File: config.mk
export PLATFORM = sky130hd
export DESIGN_NAME = mux_nx1_pipe
export DESIGN_NICKNAME = d
export VERILOG_FILES = /design/src/rtl/mux_nx1_pipe.sv
export SDC_FILE = /design/constraint.sdc
export NUM_CORES = 1
export LEC_CHECK = 0
export ABC_AREA = 0
export CAP_MARGIN = 15
export CORE_UTILIZATION = 40
export CTS_CLUSTER_SIZE = 16
export DETAILED_ROUTE_END_ITERATION = 8
export GPL_TIMING_DRIVEN = 0
export PLACE_DENSITY = 0.81
export SLEW_MARGIN = 0
export SYNTH_ARGS = -nofsm -noshare
export SYNTH_HDL_FRONTEND = slang
export SYNTH_SLANG_ARGS = --single-unit
File: constraint.sdc
create_clock -name clk -period 2.11 [get_ports clk]
set_input_delay 0.633 -clock clk [delete_from_list [all_inputs] [get_ports clk]]
set_output_delay 0.633 -clock clk [all_outputs]
set_load 0.01 [all_outputs]
File: src/rtl/mux_nx1_pipe.sv
// N-input operand select mux. The selected beat is registered and sent out through a
// valid/ready handshake, with a 2-entry skid buffer.
module mux_nx1_pipe #(
   parameter  int WIDTH = 24,
   parameter  int N     = 3,
   localparam int SEL_W = $clog2(N)
) (
   input  logic               clk,
   input  logic               rst,
   input  logic [N*WIDTH-1:0] in_data,
   input  logic [SEL_W-1:0]   sel,
   input  logic               in_valid,
   output logic               in_ready,
   input  logic               flush,
   output logic [WIDTH-1:0]   out_data,
   output logic               out_err,
   output logic               out_valid,
   input  logic               out_ready
);

   typedef enum logic [1:0] {
      EMPTY,
      ONE,
      TWO
   } state_t;

   typedef struct packed {
      logic [WIDTH-1:0] data;
      logic             err;
   } beat_t;

   localparam logic [SEL_W:0] N_EXT = (SEL_W+1)'(N);

   state_t state;
   state_t state_nxt;
   beat_t  in_beat;
   beat_t  out_q;
   beat_t  skid_q;
   logic   in_fire;
   logic   out_fire;
   logic   load_out;
   logic   load_skid;
   logic   from_skid;

   // Select and range check happen on entry so each stored beat is final.
   always_comb begin
      in_beat = '0;
      if ({1'b0, sel} >= N_EXT) begin
         in_beat.err = 1'b1;
      end else begin
         for (int k = 0; k < N; k++) begin
            if (sel == SEL_W'(k)) begin
               in_beat.data = in_data[k*WIDTH +: WIDTH];
            end
         end
      end
   end

   assign out_valid = (state != EMPTY);
   assign in_ready  = (state != TWO);
   assign in_fire   = in_valid & in_ready;
   assign out_fire  = out_valid & out_ready;
   assign out_data  = out_q.data;
   assign out_err   = out_q.err;

   always_comb begin
      state_nxt = state;
      load_out  = 1'b0;
      load_skid = 1'b0;
      from_skid = 1'b0;
      if (flush) begin
         state_nxt = EMPTY;
      end else begin
         case (state)
            EMPTY: begin
               if (in_fire) begin
                  state_nxt = ONE;
                  load_out  = 1'b1;
               end
            end
            ONE: begin
               if (in_fire && out_fire) begin
                  load_out = 1'b1;
               end else if (in_fire) begin
                  state_nxt = TWO;
                  load_skid = 1'b1;
               end else if (out_fire) begin
                  state_nxt = EMPTY;
               end
            end
            TWO: begin
               if (out_fire) begin
                  state_nxt = ONE;
                  load_out  = 1'b1;
                  from_skid = 1'b1;
               end
            end
            default: begin
               state_nxt = EMPTY;
            end
         endcase
      end
   end

   always_ff @(posedge clk) begin
      if (rst) begin
         state  <= EMPTY;
         out_q  <= '0;
         skid_q <= '0;
      end else begin
         state <= state_nxt;
         if (load_out) begin
            out_q <= from_skid ? skid_q : in_beat;
         end
         if (load_skid) begin
            skid_q <= in_beat;
         end
      end
   end

endmodule

After elaboration in Yosys (flattened, before gate mapping):

Index checks and enable logic that the tools add are counted.

* bits in registers: 52

* equal/unequal tests: 9
* muxes and demuxes: 22
* reductions and logical operators: 6
* $lt $le $gt $ge: 1
* bitwise operators: 2

Operators with widths (count)
* 24-bit 2-to-1 mux: 4
* 25-bit 2-to-1 mux: 1
* 1-bit 2-to-1 mux: 10
* 2-bit 2-to-1 mux: 5
* 2-bit inequality test (second input constant): 4
* 2-bit one-hot mux with 3 select lines: 1
* 2-bit by 1-bit equality test with 1-bit output (second input constant): 2
* 2-bit equality test (second input constant): 2
* 2-bit zero test: 2
* 4-bit AND reduction: 1
* 3-bit inequality test (second input constant): 1
* 1-bit one-hot mux with 3 select lines: 1
* 1-bit bitwise AND: 2
* 2-bit greater-or-equal comparator (second input constant): 1
* 2-bit nonzero test: 1
* 2-bit OR reduction: 1
* 1-bit logical AND: 1

Logic depth before layout (Yosys ltp):

* word-level depth: 6
* depth in mapped cells: 6

Least setup slack after synthesis:

OpenSTA, ideal clock, no wires.

* path kind: input port to flip-flop
* from: in sel[0]
* to: reg out_q (netlist bit out_data[16])
* setup slack: 0.238 ns
* arrival time: 1.754 ns
* buffers on the path: 2
* cell stages on the path: 6
* cell sequence: buf_4 > buf_2 > mux2i_1 > nor2_1 > a211o_1 > a32o_1

* cells in the longest elaborated chain, start to end: 6

Ends and longest elaborated chain
* start: declaration: line 11 `input logic [SEL_W-1:0] sel,`
* 2-bit zero test: line 52 `if (sel == SEL_W'(k)) begin`
* 24-bit 2-to-1 mux (3 in a row): line 52
* 24-bit 2-to-1 mux *: line 48 `if ({1'b0, sel} >= N_EXT) begin`
* 25-bit 2-to-1 mux *: line 113 `out_q <= from_skid ? skid_q : in_beat;`
* end signal: assignment: line 113
* end: declaration: line 37 `beat_t out_q;`

Every way passes the cells marked *; elsewhere a longest branch is shown, timed or not.
A chain may end at the register's enable or synchronous reset.

Worst setup path in the final report:

* from: in out_ready
* to: reg skid_q[22] (netlist name)

* cells in the longest elaborated chain, start to end: 5

Ends and longest elaborated chain
* start: declaration: line 18 `input logic out_ready`
* 1-bit bitwise AND: line 62 `assign out_fire = out_valid & out_ready;`
* 1-bit logical AND: line 82 `if (in_fire && out_fire) begin`
* 1-bit 2-to-1 mux: line 82
* 1-bit 2-to-1 mux: line 74 `case (state)`
* 1-bit 2-to-1 mux: line 71 `if (flush) begin`
* end signal: assignment: line 116 `skid_q <= in_beat;`
* end: declaration: line 38 `beat_t skid_q;`

Every way passes these cells.

==> results.md <==
- Total gr overflow: 0
- Endpoints failing hold: 0
- Largest net degree at the start of global routing: 16
- Worst setup EP type: flip-flop
- Met1 GRT Util: 0.287
- Detailed-placement wirelength estimate: 5780 um
- Maximum vdd drop: 0.247 mV
- CP max FO: 10
- Design Power: ~2.1 mW
- Asr flop ratio synth: 0
- Failing checks: DRC
- Final wirelength: 8140 um
- TritonCTS clock tree: done
- Input/output buffers: roughly 100
- GP Congestion: approximately 0.80
- Yosys top cell by area: dfxtp_1
- Antenna violations before repair: 0
- Cells after Synth: 300
- Reg2reg path depth: 5
- Core footprint: 6420 um^2
- Final period util: 0.983
- WL/cell: between 15 and 20 um
- Effective utilization at floorplan: 0.420
- Max H-tree Level: 2
- Syn Area/Cell: between 8 and 9 um^2
- TritonCTS Sinks: 52
- Clk buf depth: 2
- Arrival @ worst endpoint: 2.24 ns
- Final core occ: 0.622
- I/O pin total: around 110
- Yosys top cell area share: 0.386
- Mapped Area: 2700 um^2
- Rows: 29
- Max Cap Violations: 0
- Via count: approximately 2800
- Final Setup Violations: 0
- Count leader, synth: dfxtp_1
- Syn. warnings: 0
- Leakage: 1.57 nW
- Synthesis-stage register bit count: 52
- Synth cell types: 29
- Tmin final: between 2 and 2.5 ns
- Fmax achieved: 0.482 GHz
- Die W: 84.1 um
- Vias in the first global route: roughly 2700
- Setup ws final: 0.0349 ns
- Placed Cells: 480
- Antenna diodes: 0
- Unrepaired setup endpoints after global routing: true
- Post-synth top cells: 52 x dfxtp_1, 49 x nor2_1, 27 x a21oi_1, 27 x nand2b_1
- Slew HR: 0.618
- Vias/cell: 5.70
- Final non-filler cell total: 489
- Layout Skew: 0.00498 ns
- Busiest grt layer: met2
- WP data required: 2.28 ns
- Clock Latency Late Sink: 0.31 ns
- Status: finished with violations
- Fin nets: 490
- GR Util met3: 0.0356
- DR pass1 iterations: 7
- Pwr dens: 528 nW/um^2
- Max-slew violation count: 0
- Hold Buf Count CTS: 0
- Synthesis-to-layout area growth: 48.2%
- Root Driver: clkbuf_8
- Share of cells above drive strength 1: 0.102
- Slew of the pin with the lowest slew margin: 0.573 ns
- Setup crit start kind: input pin
- Die Ht: between 80 and 90 um
- Tot GR Track Use: 0.229
- DIE AREA: 7070 um^2
- Starting DRT DRC Count: 239
- Antenna-violating nets left: 0
- # DRC: 10
- First-pass GRT wire length: 13100 um
- Post-synth top flop: dfxtp_1
- Post-synth EDFFs: 0
- Worst min path class: reg2reg
- Met2 Track Usage GR: 0.405
- Hold slack final: 0.472 ns
- Crit Path Class: in2reg
- Sequential-to-total area share from yosys stat: 0.386
- Synth top area cells: dfxtp_1 39%, a32o_1 8.9%, mux2i_1 8.9%, a211o_1 7.8%, nor2_1 6.8%
- WHS Path Cells: 1
- Clk slew on worst S/H paths: 0.10 ns
- Synth Net Count: 379
- Post-Place Worst Slack: -0.416 ns
- Total CTS buffers: 5
[layout by cell type (no fill, tap or decap), drive strengths merged, types with 2 or more instances in the layout]
cell             n
a21oi           28
clkdlybuf4s50  101
nand2            3
a211o           24
buf             17
dfxtp           52
clkbuf          19
nor3             3
a211oi          24
nor2            49
mux2i           24
a32o            24
a2111oi          2
nor2b            2
nand2b          27
[state kept, by name (all words and copies together), names as in the netlist]
register / count
skid_q: 25
out_data: 24
state: 2
out_err: 1
[what timing repair did]
item,in CTS,in global routing
pin swaps,0,2
buffers inserted,0,1
resized for setup,8,19
endpoints found under the setup margin,35,45
[through the flow]
step                instance area, um^2  setup TNS [ns]
floorplan                          2700               0
global placement                   3820          -16.18
detailed placement                 3820          -17.04
CTS                                3930        -0.00737
global route                       3990          -0.689
finish                             3990               0
[final timing paths]
kind	startpoint	end	slack [ns]
hold / removal	out_data[12]$_SDFFE_PP0P_	out_data[12]$_SDFFE_PP0P_	0.47
setup / recovery	out_ready	skid_q[22]$_SDFFE_PP0P_	0.03
setup reg to reg	state[1]$_SDFFE_PP0P_	skid_q[22]$_SDFFE_PP0P_	0.57
hold reg to reg	out_data[12]$_SDFFE_PP0P_	out_data[12]$_SDFFE_PP0P_	0.47
[report_power, final]
group	internal, mW	total (mW)	switching (mW)
Clock	0.267	0.600	0.333
Sequential	1.01	1.03	0.0172
Combinational	0.279	0.480	0.201
[worst max-delay path: stages]
cell and delay (ns):
clkdlybuf4s50_1 0.50, nand2b_2 0.29, nor3b_4 0.26, buf_4 0.23, clkbuf_4 0.23, a211oi_1 0.10
[logic make-up (layout without fill, tap and decap cells)]
kind of cell           Yosys count  in the layout  share of synthesized area
DFF                             52             52                      0.386
and+or+nand+nor                 89             89                      0.166
AOI/OAI and AO/OA              106            106                      0.306
buffers and inverters           29            141                     0.0525
muxes                           24             24                     0.0891
[layout make-up]
class	count	area (um^2)
buffer	28	166
clock buffer	7	86.3
clock inverter	1	7.51
fill	578	2430
inverter	1	3.75
multi-input combinational	219	1550
sequential	52	1040
tap	77	96.3
timing repair buffer	104	1040
[layer usage]
metal	vias up	routed length (um)
li1	1338	-
met1	1311	3460
met2	128	3960
met3	10	637
met4	0	81
met5	-	0
Power figures use the tool's default switching activity.
